### config.mk
export PLATFORM = sky130hd
export DESIGN_NAME = shift_add3
export DESIGN_NICKNAME = d
export VERILOG_FILES = /design/src/rtl/shift_add3.sv
export SDC_FILE = /design/constraint.sdc
export NUM_CORES = 1
export LEC_CHECK = 0
export BUFFER_PORTS_ARGS = -buffer_cell sky130_fd_sc_hd__buf_2
export CAP_MARGIN = 5
export CORE_MARGIN = 10
export CORE_UTILIZATION = 45
export CTS_CLUSTER_SIZE = 12
export DETAILED_ROUTE_END_ITERATION = 8
export PLACE_DENSITY = 0.73
export SLEW_MARGIN = 20
export SYNTH_ARGS = -nofsm -noshare
export SYNTH_HDL_FRONTEND = slang
export SYNTH_SLANG_ARGS = --single-unit
### constraint.sdc
create_clock -name clk -period 1.4 [get_ports clk]
set_input_delay 0.21 -clock clk [delete_from_list [all_inputs] [get_ports clk]]
set_output_delay 0.21 -clock clk [all_outputs]
set_load 0.005 [all_outputs]
### src/rtl/shift_add3.sv
// 8-bit binary to 3-digit BCD converter using iterative shift-and-add-3 (double dabble),
// one shift per clock; done pulses for one cycle when bcd is updated.
module shift_add3 (
  input  logic        clk,
  input  logic        rst_n,
  input  logic        start,
  input  logic [7:0]  binary,
  output logic [11:0] bcd,
  output logic        busy,
  output logic        done
);

  typedef enum logic {IDLE, SHIFT} state_t;

  state_t      state, state_nxt;
  logic [19:0] work, work_nxt, adj, shifted;
  logic [2:0]  cnt, cnt_nxt;
  logic [11:0] bcd_nxt;
  logic        done_nxt;

  function automatic logic [3:0] add3(input logic [3:0] d);
    return (d >= 4'd5) ? d + 4'd3 : d;
  endfunction

  // Digit correction precedes the shift so each digit stays in 0..9 after doubling.
  assign adj     = {add3(work[19:16]), add3(work[15:12]), add3(work[11:8]), work[7:0]};
  assign shifted = {adj[18:0], 1'b0};
  assign busy    = (state == SHIFT);

  always_comb begin
    state_nxt = state;
    work_nxt  = work;
    cnt_nxt   = cnt;
    bcd_nxt   = bcd;
    done_nxt  = 1'b0;
    case (state)
      IDLE: begin
        if (start) begin
          work_nxt  = {12'b0, binary};
          cnt_nxt   = 3'd0;
          state_nxt = SHIFT;
        end
      end
      SHIFT: begin
        work_nxt = shifted;
        cnt_nxt  = cnt + 3'd1;
        if (cnt == 3'd7) begin
          bcd_nxt   = shifted[19:8];
          done_nxt  = 1'b1;
          state_nxt = IDLE;
        end
      end
      default: state_nxt = IDLE;
    endcase
  end

  always_ff @(posedge clk or negedge rst_n) begin
    if (!rst_n) begin
      state <= IDLE;
      work  <= 20'd0;
      cnt   <= 3'd0;
      bcd   <= 12'h000;
      done  <= 1'b0;
    end else begin
      state <= state_nxt;
      work  <= work_nxt;
      cnt   <= cnt_nxt;
      bcd   <= bcd_nxt;
      done  <= done_nxt;
    end
  end

endmodule

==> results.toml, run 1 <==
[run_status]
status = "finished with violations"
violated_checks = "negative setup slack"

[hold_path]
whs_path_depth = 3
worst_hold_path_type = "in2reg"

[setup_path]
path_max_fanout = 3
worst-setup-path-type = "reg2reg"
worst_ep_arrival_time_ps = 1670
worstSetupEndpointType = "flop"
cpLargestDelayFamily = "simple AND/OR/NAND/NOR gates"
worstSetupPathDepth = 5
critical_path_required_ps = 1630
worst_path_cell_with_the_longest_stage_delay = "sky130_fd_sc_hd__or4_1"
count_of_buffering_cells_on_the_critical_path_with_inverters_included = 1
worst_path_largest_cell_delay_ps = 470
worst-r2r-cell-count = 5
critical_path.cell_chain = "inv_2 -> ha_4 -> nor2b_4 -> or4_1 -> nand3_1"
crit_path_start_kind = "flop"

[placed_design]
dp_hpwl_um = 3406
dp_worst_setup_slack_ps = -76.54
routabilityCongestion = 0.8371
port-buffer-count = 24

[clock_network]
worstSkewPairLatency_ps = 290
cts_max_level = 2
cts.sinks = 37
cts-root-buf = "sky130_fd_sc_hd__clkbuf_8"
clk_buf_depth = 2
cts_tree = "done"
cts_made_buffers = 5
worst_setup_hold_path_clk_slew_ps = 70

[floorplanning]
num_io_pins = 25
placement_rows = 23
initial_core_util = 0.4752
die_x_um = 85.69
die_h_um = 85.69
core_um2 = 4086
die-area_um2 = 7343

[route]
route.antenna.remaining_nets = 0
route.detailed.drc = 0
drt_first_iter_violations = 50
routed_wl_um = 4893
viasPerCell = 5.566
drt_first_pass_iters = 4
avgRoutedWirePerCell_um = 15.83
detailroute.via_count = 1720

[synthesis]
netlist_area_um2 = 1942
post-synth-top-area-fraction = 0.4768
ys_async_sr_fraction = 1.000
synth_seq_area_share = 0.4768
post-synth-top-count-cell = "sky130_fd_sc_hd__dfrtp_1"
netlist_top_cells_count = "sky130_fd_sc_hd__dfrtp_1 (37), sky130_fd_sc_hd__nand2_1 (26), sky130_fd_sc_hd__nand3_1 (15), sky130_fd_sc_hd__o21ai_0 (15), sky130_fd_sc_hd__inv_1 (10)"
postSynthRegisterBits = 37
synth_ff_type = "sky130_fd_sc_hd__dfrtp_1"
yosys_warnings = 0
synthDistinctLibCells = 38
postSynthAreaPerCell_um2 = 9.661
synth_fp_nets = 220
synth.top_cells.by_area = "sky130_fd_sc_hd__dfrtp_1 (48%), sky130_fd_sc_hd__ha_1 (5.2%), sky130_fd_sc_hd__nand2_1 (5.0%)"
gate_count_post_synth = 201
synth-edff-count = 0
cell_type_with_the_highest_aggregate_area_in_the_netlist = "sky130_fd_sc_hd__dfrtp_1"

[grt]
grt_antenna_before_repair = 0
global_route.overflow_total = 0
via_count_of_the_first_global_routing_pass = 1741
global_route.usage.total = 0.1353
grt_pass1_wl_um = 8183
pin_count_of_the_biggest_net_entering_global_routing = 21

[flow_run]
timing.max_cap.violations = 0

[layout]
final_layout_size_suffix_gt1_frac = 0.3822
layout.nets = 277
synthToLayoutAreaGrowth_pct = 36.34
antenna_cells_inserted = 0

[pwr]
cell_internal_pwr_w = 0.003855
p_leak_nw = 1.210
power_density_nw_per_um2 = 2436
power.share.sequential = 0.304
power_frac_clock = 0.129
vdd.ir_drop.worst_uv = 1160
p_switching_w = 0.002594
power_switching_share = 0.4022
share_comb_of_total_power = 0.567

[timing]
period_needed_ps = 1438
report.final.setup_viol = 2
achievable-frequency_ghz = 0.6955
grt_setup_unrepaired = "true"
finalHoldWorstSlack_ps = 163.6
layout_worst_path_cycle_share = 1.027
slew_viol_final = 0
relSlewSlack = 0.6987
finalWorstSetupSlack_ps = -37.80
worst_clock_skew_ps = 6.063
max_slew.worst_pin.slew_ps = 452.0
finalHoldViolations = 0
final timing paths:
| kind | startpoint | to | slack (ps) |
|---|---|---|---|
| setup / recovery | work[12] | bcd[8] | -40 |
| hold / removal | binary[0] | work[0] | 160 |
| setup reg to reg | work[12] | bcd[8] | -40 |
| hold reg to reg | bcd[7] | bcd[7] | 480 |
| max in group asynchronous | rst_n | busy | 540 |
| min in group asynchronous | rst_n | work[9] | 400 |
repair_timing:
item / in CTS / in global routing
buffers inserted: 3 / 1
setup endpoints to repair: 8 / 17
hold buffers: 1 / 0
gates resized for setup: 13 / 24
pin swaps: 4 / 8
endpoints found under the hold margin: 17 / 0
logic make-up (layout without fill, tap and decap cells):
group	Yosys count	count (layout)	share of synthesized area
multiplexers	9	9	0.04639
flip-flops	37	37	0.4768
buffers and inverters	26	84	0.06121
AND/OR/NAND/NOR	67	67	0.1675
AO/OA/AOI/OAI	54	54	0.1965
adder cells (fa/ha/maj)	8	8	0.05155
layout make-up:
cell class	count	area, µm²
fill	344	1439
multi-input combinational	138	1051
sequential	37	928.4
timing repair buffer	65	457.9
clock buffer	7	96.34
tap	50	62.56
inverter	11	46.29
clock inverter	1	5.005
power by group through the flow:
stage | Sequential [W] | Combinational [W] | Clock, W
finish | 0.00196 | 0.00366 | 0.000830
floorplan | 0.00184 | 0.00193 | 0
detailed placement | 0.00195 | 0.00309 | 0
global route | 0.00202 | 0.00408 | 0.000906
global placement | 0.00195 | 0.00301 | 0
CTS | 0.00193 | 0.00331 | 0.000851
registers in the layout (all words and copies together) (netlist names):
| register | count |
|---|---|
| work | 20 |
| bcd | 12 |
| cnt | 3 |
| busy | 1 |
| done | 1 |
metal layers:
metal,up-vias,part of all wire,track usage
met5,-,0,0
met3,6,0.050,0.05487
li1,850,-,-
met4,0,0.0090,0.04491
met1,825,0.47,0.1718
met2,39,0.47,0.2030
cell usage in the layout, fill, tap and decap left out, types with 5 or more instances in the layout:
master / count
sky130_fd_sc_hd__inv_1: 6
sky130_fd_sc_hd__nand2_1: 26
sky130_fd_sc_hd__nor2_1: 5
sky130_fd_sc_hd__dfrtp_1: 35
sky130_fd_sc_hd__buf_4: 35
sky130_fd_sc_hd__o21ai_0: 11
sky130_fd_sc_hd__nand3_1: 15
sky130_fd_sc_hd__mux2i_1: 9
sky130_fd_sc_hd__buf_2: 24
sky130_fd_sc_hd__clkbuf_8: 7
stage by stage:
step / std cells / area (µm²) / TNS (ps) / utilization / total power (W)
floorplan: 201 / 1976 / -37.98 / - / 0.003766
global placement: 296 / 2357 / -39.96 / 0.5769 / 0.004957
detailed placement: 296 / 2357 / -161.3 / 0.5769 / 0.005039
CTS: 308 / 2539 / -3.082 / 0.6212 / 0.006094
global route: 309 / 2648 / -290.3 / 0.6479 / 0.007003
finish: 309 / 2648 / -43.81 / 0.6479 / 0.006448
worst register-to-register path: cells and delay by family, from the launching register on:
family | cells | cell delay [ps]
DFF | 1 | 430
buffers and inverters | 1 | 70
adders and majority gates | 1 | 180
and+or+nand+nor | 3 | 700
Note: power is estimated with default switching activity, not from simulation.
==> run 2, diff against run 1 <==
CORE_UTILIZATION = 40   (was 45)
PLACE_DENSITY = 0.68   (was 0.73)
==> results.toml, run 2 (synthesis gave the netlist of run 1 again) <==
[run_status]
status = "finished clean"

[layout]
antenna_cells_inserted = 0
largest_reg_flops = 20
layout_top_registers = "work: 20 flops, bcd: 12 flops, cnt: 3 flops"
final_common_cell = "sky130_fd_sc_hd__buf_4"
layout_common_cells = "sky130_fd_sc_hd__buf_4 (37), sky130_fd_sc_hd__dfrtp_1 (34), sky130_fd_sc_hd__nand2_1 (26)"
final_layout_size_suffix_gt1_frac = 0.3876
layout.filler_cells = 410
registers.top_by_ff_count = "work"
synthToLayoutAreaGrowth_pct = 36.92
final_util = 0.5629
layout.nets = 276

[floorplanning]
placement_rows = 25
initial_core_util = 0.4111
core_um2 = 4723
num_io_pins = 25
die_x_um = 89.68
die_h_um = 89.68
die-area_um2 = 8042

[setup_path]
critical_path.cell_chain = "ha_2 -> ha_4 -> nand2_4 -> inv_4 -> a31oi_1 -> o311ai_2"
count_of_buffering_cells_on_the_critical_path_with_inverters_included = 1
worst_path_largest_cell_delay_ps = 390
worst_path_cell_with_the_longest_stage_delay = "sky130_fd_sc_hd__dfrtp_1"
path_max_fanout = 9
worst-setup-path-type = "reg2reg"
worst-r2r-setup-slack_ps = 1
rr_startpoint = "cnt[0]"
worst-r2r-cell-count = 6
worst_ep_arrival_time_ps = 1560
cpLargestDelayFamily = "flip-flops"
critical_path.reg2reg.endpoint = "bcd[5]"
critical_path_required_ps = 1570
crit_path_start_kind = "flop"
worstSetupEndpointType = "flop"

[route]
detailroute.via_count = 1700
routed_wl_um = 4819
drt_first_pass_iters = 4
route.detailed.drc = 0
drt_first_iter_violations = 97
route.antenna.remaining_nets = 0
avgRoutedWirePerCell_um = 14.83
viasPerCell = 5.231

[timing]
max_slew.worst_pin.slew_ps = 476.8
finalHoldWorstSlack_ps = 164.8
period_needed_ps = 1399
worst_clock_skew_ps = 8.505
slew_viol_final = 0
report.final.setup_viol = 0
grt_setup_unrepaired = "true"
finalHoldViolations = 0
relSlewSlack = 0.6822
setup_total_negative_slack_ps = 0
achievable-frequency_ghz = 0.7150
layout_worst_path_cycle_share = 0.9990

[clock_network]
cts_tree = "done"
worst_setup_hold_path_clk_slew_ps = 70
clk_buf_depth = 2
cts_made_buffers = 5
worstSkewPairLatency_ps = 300
cts.sinks = 37
cts_max_level = 2
cts-root-buf = "sky130_fd_sc_hd__clkbuf_8"

[pwr]
power_density_nw_per_um2 = 2445
vdd.ir_drop.worst_uv = 1083
p_leak_nw = 1.209

[hold_path]
hold_end = "work[0]"
holdCritStartpoint = "binary[0]"
whs_path_depth = 3
worst_hold_path_type = "in2reg"

[flow_run]
timing.max_cap.violations = 0

[placed_design]
port-buffer-count = 24
routabilityCongestion = 0.8311
dp_hpwl_um = 3378

[grt]
grt_antenna_before_repair = 0
via_count_of_the_first_global_routing_pass = 1707
pin_count_of_the_biggest_net_entering_global_routing = 38
global_route.usage.total = 0.1271
global_route.overflow_total = 0
grt_pass1_wl_um = 8024
-- run 2: repair_timing --
action / in CTS / in global routing
hold buffers: 1 / 0
buffers inserted: 5 / 3
resized for setup: 17 / 19
pin swaps: 9 / 4
endpoints found under the hold margin: 37 / 0
endpoints found under the setup margin: 15 / 18
-- run 2: power breakdown --
group          internal, W  switching [W]
Clock             0.000579       0.000404
Sequential         0.00156       0.000411
Combinational      0.00181        0.00173
-- run 2: worst max path at each step --
stage	slack (ps)	from	cells past startpoint	end
3_5_place_dp	-90	cnt[0]	5	bcd[4]
4_1_cts	-10	cnt[1]	6	bcd[5]
3_3_place_gp	-40	cnt[0]	6	bcd[1]
6_report	1	cnt[0]	6	bcd[5]
2_1_floorplan	-30	cnt[0]	8	bcd[5]
5_1_grt	-90	cnt[0]	6	bcd[5]
-- run 2: worst register-to-register path: cells and delay by family (launching register included) --
kind / cells / cell delay (ps)
simple gates: 1 / 100
flops: 1 / 390
compound gates: 2 / 330
fa+ha+maj: 2 / 370
buf+inv: 1 / 80
-- run 2: final cells by class --
class	count	area, µm²	share of cell area
clock inverters	2	37.54	0.01412
clock buffers	6	82.58	0.03106
flip-flops and latches	37	929.6	0.3496
well taps	67	83.83	0.03153
multi-input cells	138	1051	0.3953
inverters	11	43.79	0.01647
repair buffers	64	430.4	0.1619
-- run 2: routing by layer --
layer  vias to the layer above  GRT usage  wire (µm)
met4                         0    0.05058         76
li1                        839          -          -
met5                         -          0          0
met3                         8    0.04242        334
met1                       810     0.1588       2209
met2                        43     0.1972       2198
-- run 2: per-stage QoR --
step / setup WS (ps) / cells / power (W) / instance area [µm²]
after floorplan: -27.76 / 201 / 0.003766 / 1976
after global placement: -42.08 / 308 / 0.004815 / 2328
after detailed placement: -92.49 / 308 / 0.004905 / 2328
after CTS: -12.98 / 322 / 0.006231 / 2570
after global routing: -87.91 / 325 / 0.007054 / 2659
final: 1.451 / 325 / 0.006501 / 2659
==> run 3, diff against run 2 <==
clock period = 1.14 ns   (was 1.4 ns; I/O delays follow)
==> results.toml, run 3 (synthesis gave the netlist of run 1 again) <==
[pwr]
p_leak_nw = 1.333
power_density_nw_per_um2 = 3102
totalPowerFinal_w = 0.009258
vdd.ir_drop.worst_uv = 1296

[clock_network]
cts_tree = "done"
clk_buf_depth = 2
cts_max_level = 2
cts_made_buffers = 5
cts.sinks = 37
cts-root-buf = "sky130_fd_sc_hd__clkbuf_8"
worstSkewPairLatency_ps = 290
worst_setup_hold_path_clk_slew_ps = 80

[layout]
layoutNonFillerInstCount = 342
final_common_cell = "sky130_fd_sc_hd__buf_4"
layout.nets = 293
final_util = 0.6318
layout_common_cells = "sky130_fd_sc_hd__buf_4 (43), sky130_fd_sc_hd__dfrtp_1 (34), sky130_fd_sc_hd__nand2_1 (24), sky130_fd_sc_hd__buf_2 (24), sky130_fd_sc_hd__nand3_1 (14)"
antenna_cells_inserted = 0
final_layout_size_suffix_gt1_frac = 0.5018
final_area_um2 = 2984
registers.top_by_ff_count = "work"
synthToLayoutAreaGrowth_pct = 53.67
largest_reg_flops = 20
layout_top_registers = "work: 20 flops, bcd: 12 flops, cnt: 3 flops"

[setup_path]
worst-setup-path-type = "reg2reg"
crit_path_start_kind = "flop"
worst_path_largest_cell_delay_ps = 460
worst_path_cell_with_the_longest_stage_delay = "sky130_fd_sc_hd__or4_1"
worstSetupEndpointType = "flop"
critical_path_required_ps = 1370
worst-r2r-cell-count = 5
path_max_fanout = 4
critical_path.cell_chain = "inv_2 -> ha_4 -> nor2b_4 -> or4_1 -> nand3_1"
rr_startpoint = "work[12]"
worst_ep_arrival_time_ps = 1630
critical_path.reg2reg.endpoint = "bcd[8]"
worst-r2r-setup-slack_ps = -260

[route]
drt_first_iter_violations = 97
detailroute.via_count = 1833
route.detailed.drc = 0
routed_wl_um = 5294
avgRoutedWirePerCell_um = 15.48
viasPerCell = 5.360
route.antenna.remaining_nets = 0
drt_first_pass_iters = 4

[flow_run]
timing.max_cap.violations = 0

[floorplanning]
die_h_um = 89.68
die_x_um = 89.68
die-area_um2 = 8042
num_io_pins = 25
placement_rows = 25
core_um2 = 4723
initial_core_util = 0.4111

[timing]
period_needed_ps = 1399
slew_viol_final = 0
grt_setup_unrepaired = "true"
max_slew.worst_pin.slew_ps = 386.6
layout_worst_path_cycle_share = 1.228
finalHoldViolations = 0
worst_clock_skew_ps = 7.916
relSlewSlack = 0.7422
achievable-frequency_ghz = 0.7146
finalWorstSetupSlack_ps = -259.4
report.final.setup_viol = 25

[grt]
via_count_of_the_first_global_routing_pass = 1847
global_route.usage.total = 0.1390
global_route.overflow_total = 0
grt_antenna_before_repair = 0
pin_count_of_the_biggest_net_entering_global_routing = 38
grt_pass1_wl_um = 8756

[hold_path]
worst_hold_path_type = "in2reg"
hold_end = "work[0]"
holdCritStartpoint = "binary[0]"
whs_path_depth = 3

[placed_design]
cell_count_after_placement = 320
routabilityCongestion = 0.8517
port-buffer-count = 24
placed_cell_area_um2 = 2517
dp_hpwl_um = 3520

[run_status]
violated_checks = "negative setup slack"
status = "finished with violations"
==> run 3: layout make-up <==
type                       count  area, µm²
multi-input combinational    138       1190
fill                         379       1739
tap                           67      83.83
clock inverter                 2      37.54
inverter                      11      48.80
timing repair buffer          81      611.8
clock buffer                   6      82.58
sequential                    37      929.6
==> run 3: stage by stage <==
stage	worst slack (ps)	TNS [ps]	hold slack [ps]
3_3_place_gp	-245.0	-3551	152.4
4_1_cts	-251.5	-3294	125.0
6_report	-259.4	-3454	127.8
5_1_grt	-313.9	-4996	162.7
2_1_floorplan	-286.7	-3603	-124.6
3_5_place_dp	-295.1	-4113	154.4
==> run 3: repair_timing <==
action / 4_1_cts / 5_1_grt
hold buffers: 1 / 0
buffers inserted: 7 / 5
hold endpoints to repair: 37 / 0
setup endpoints to repair: 26 / 28
pin swaps: 12 / 22
resized for setup: 29 / 29
gates cloned: 1 / 0
==> run 3: critical path, delay by kind of cell (launching register included) <==
kind	cells	cell delay [ps]
AND/OR/NAND/NOR	3	690
flip-flops	1	410
adder cells (fa/ha/maj)	1	170
buffers and inverters	1	60
==> run 3: worst max-delay path by stage <==
stage	endpoint	slack, ps	start
global placement	bcd[9]	-250	cnt[1]
global route	bcd[5]	-310	cnt[1]
CTS	bcd[5]	-250	work[13]
detailed placement	bcd[1]	-300	cnt[1]
floorplan	bcd[5]	-290	cnt[0]
finish	bcd[8]	-260	work[12]
==> run 3: layer usage <==
layer | wire [µm] | track usage | up-vias
met5 | 0 | 0 | -
met4 | 55 | 0.04769 | 0
met3 | 317 | 0.03700 | 6
met2 | 2622 | 0.2269 | 56
met1 | 2298 | 0.1730 | 886
li1 | - | - | 885
==> run 3: report_power, final <==
part	internal [W]	total (W)	switching, W
Combinational	0.00293	0.00557	0.00264
Clock	0.000712	0.00121	0.000501
Sequential	0.00192	0.00248	0.000559
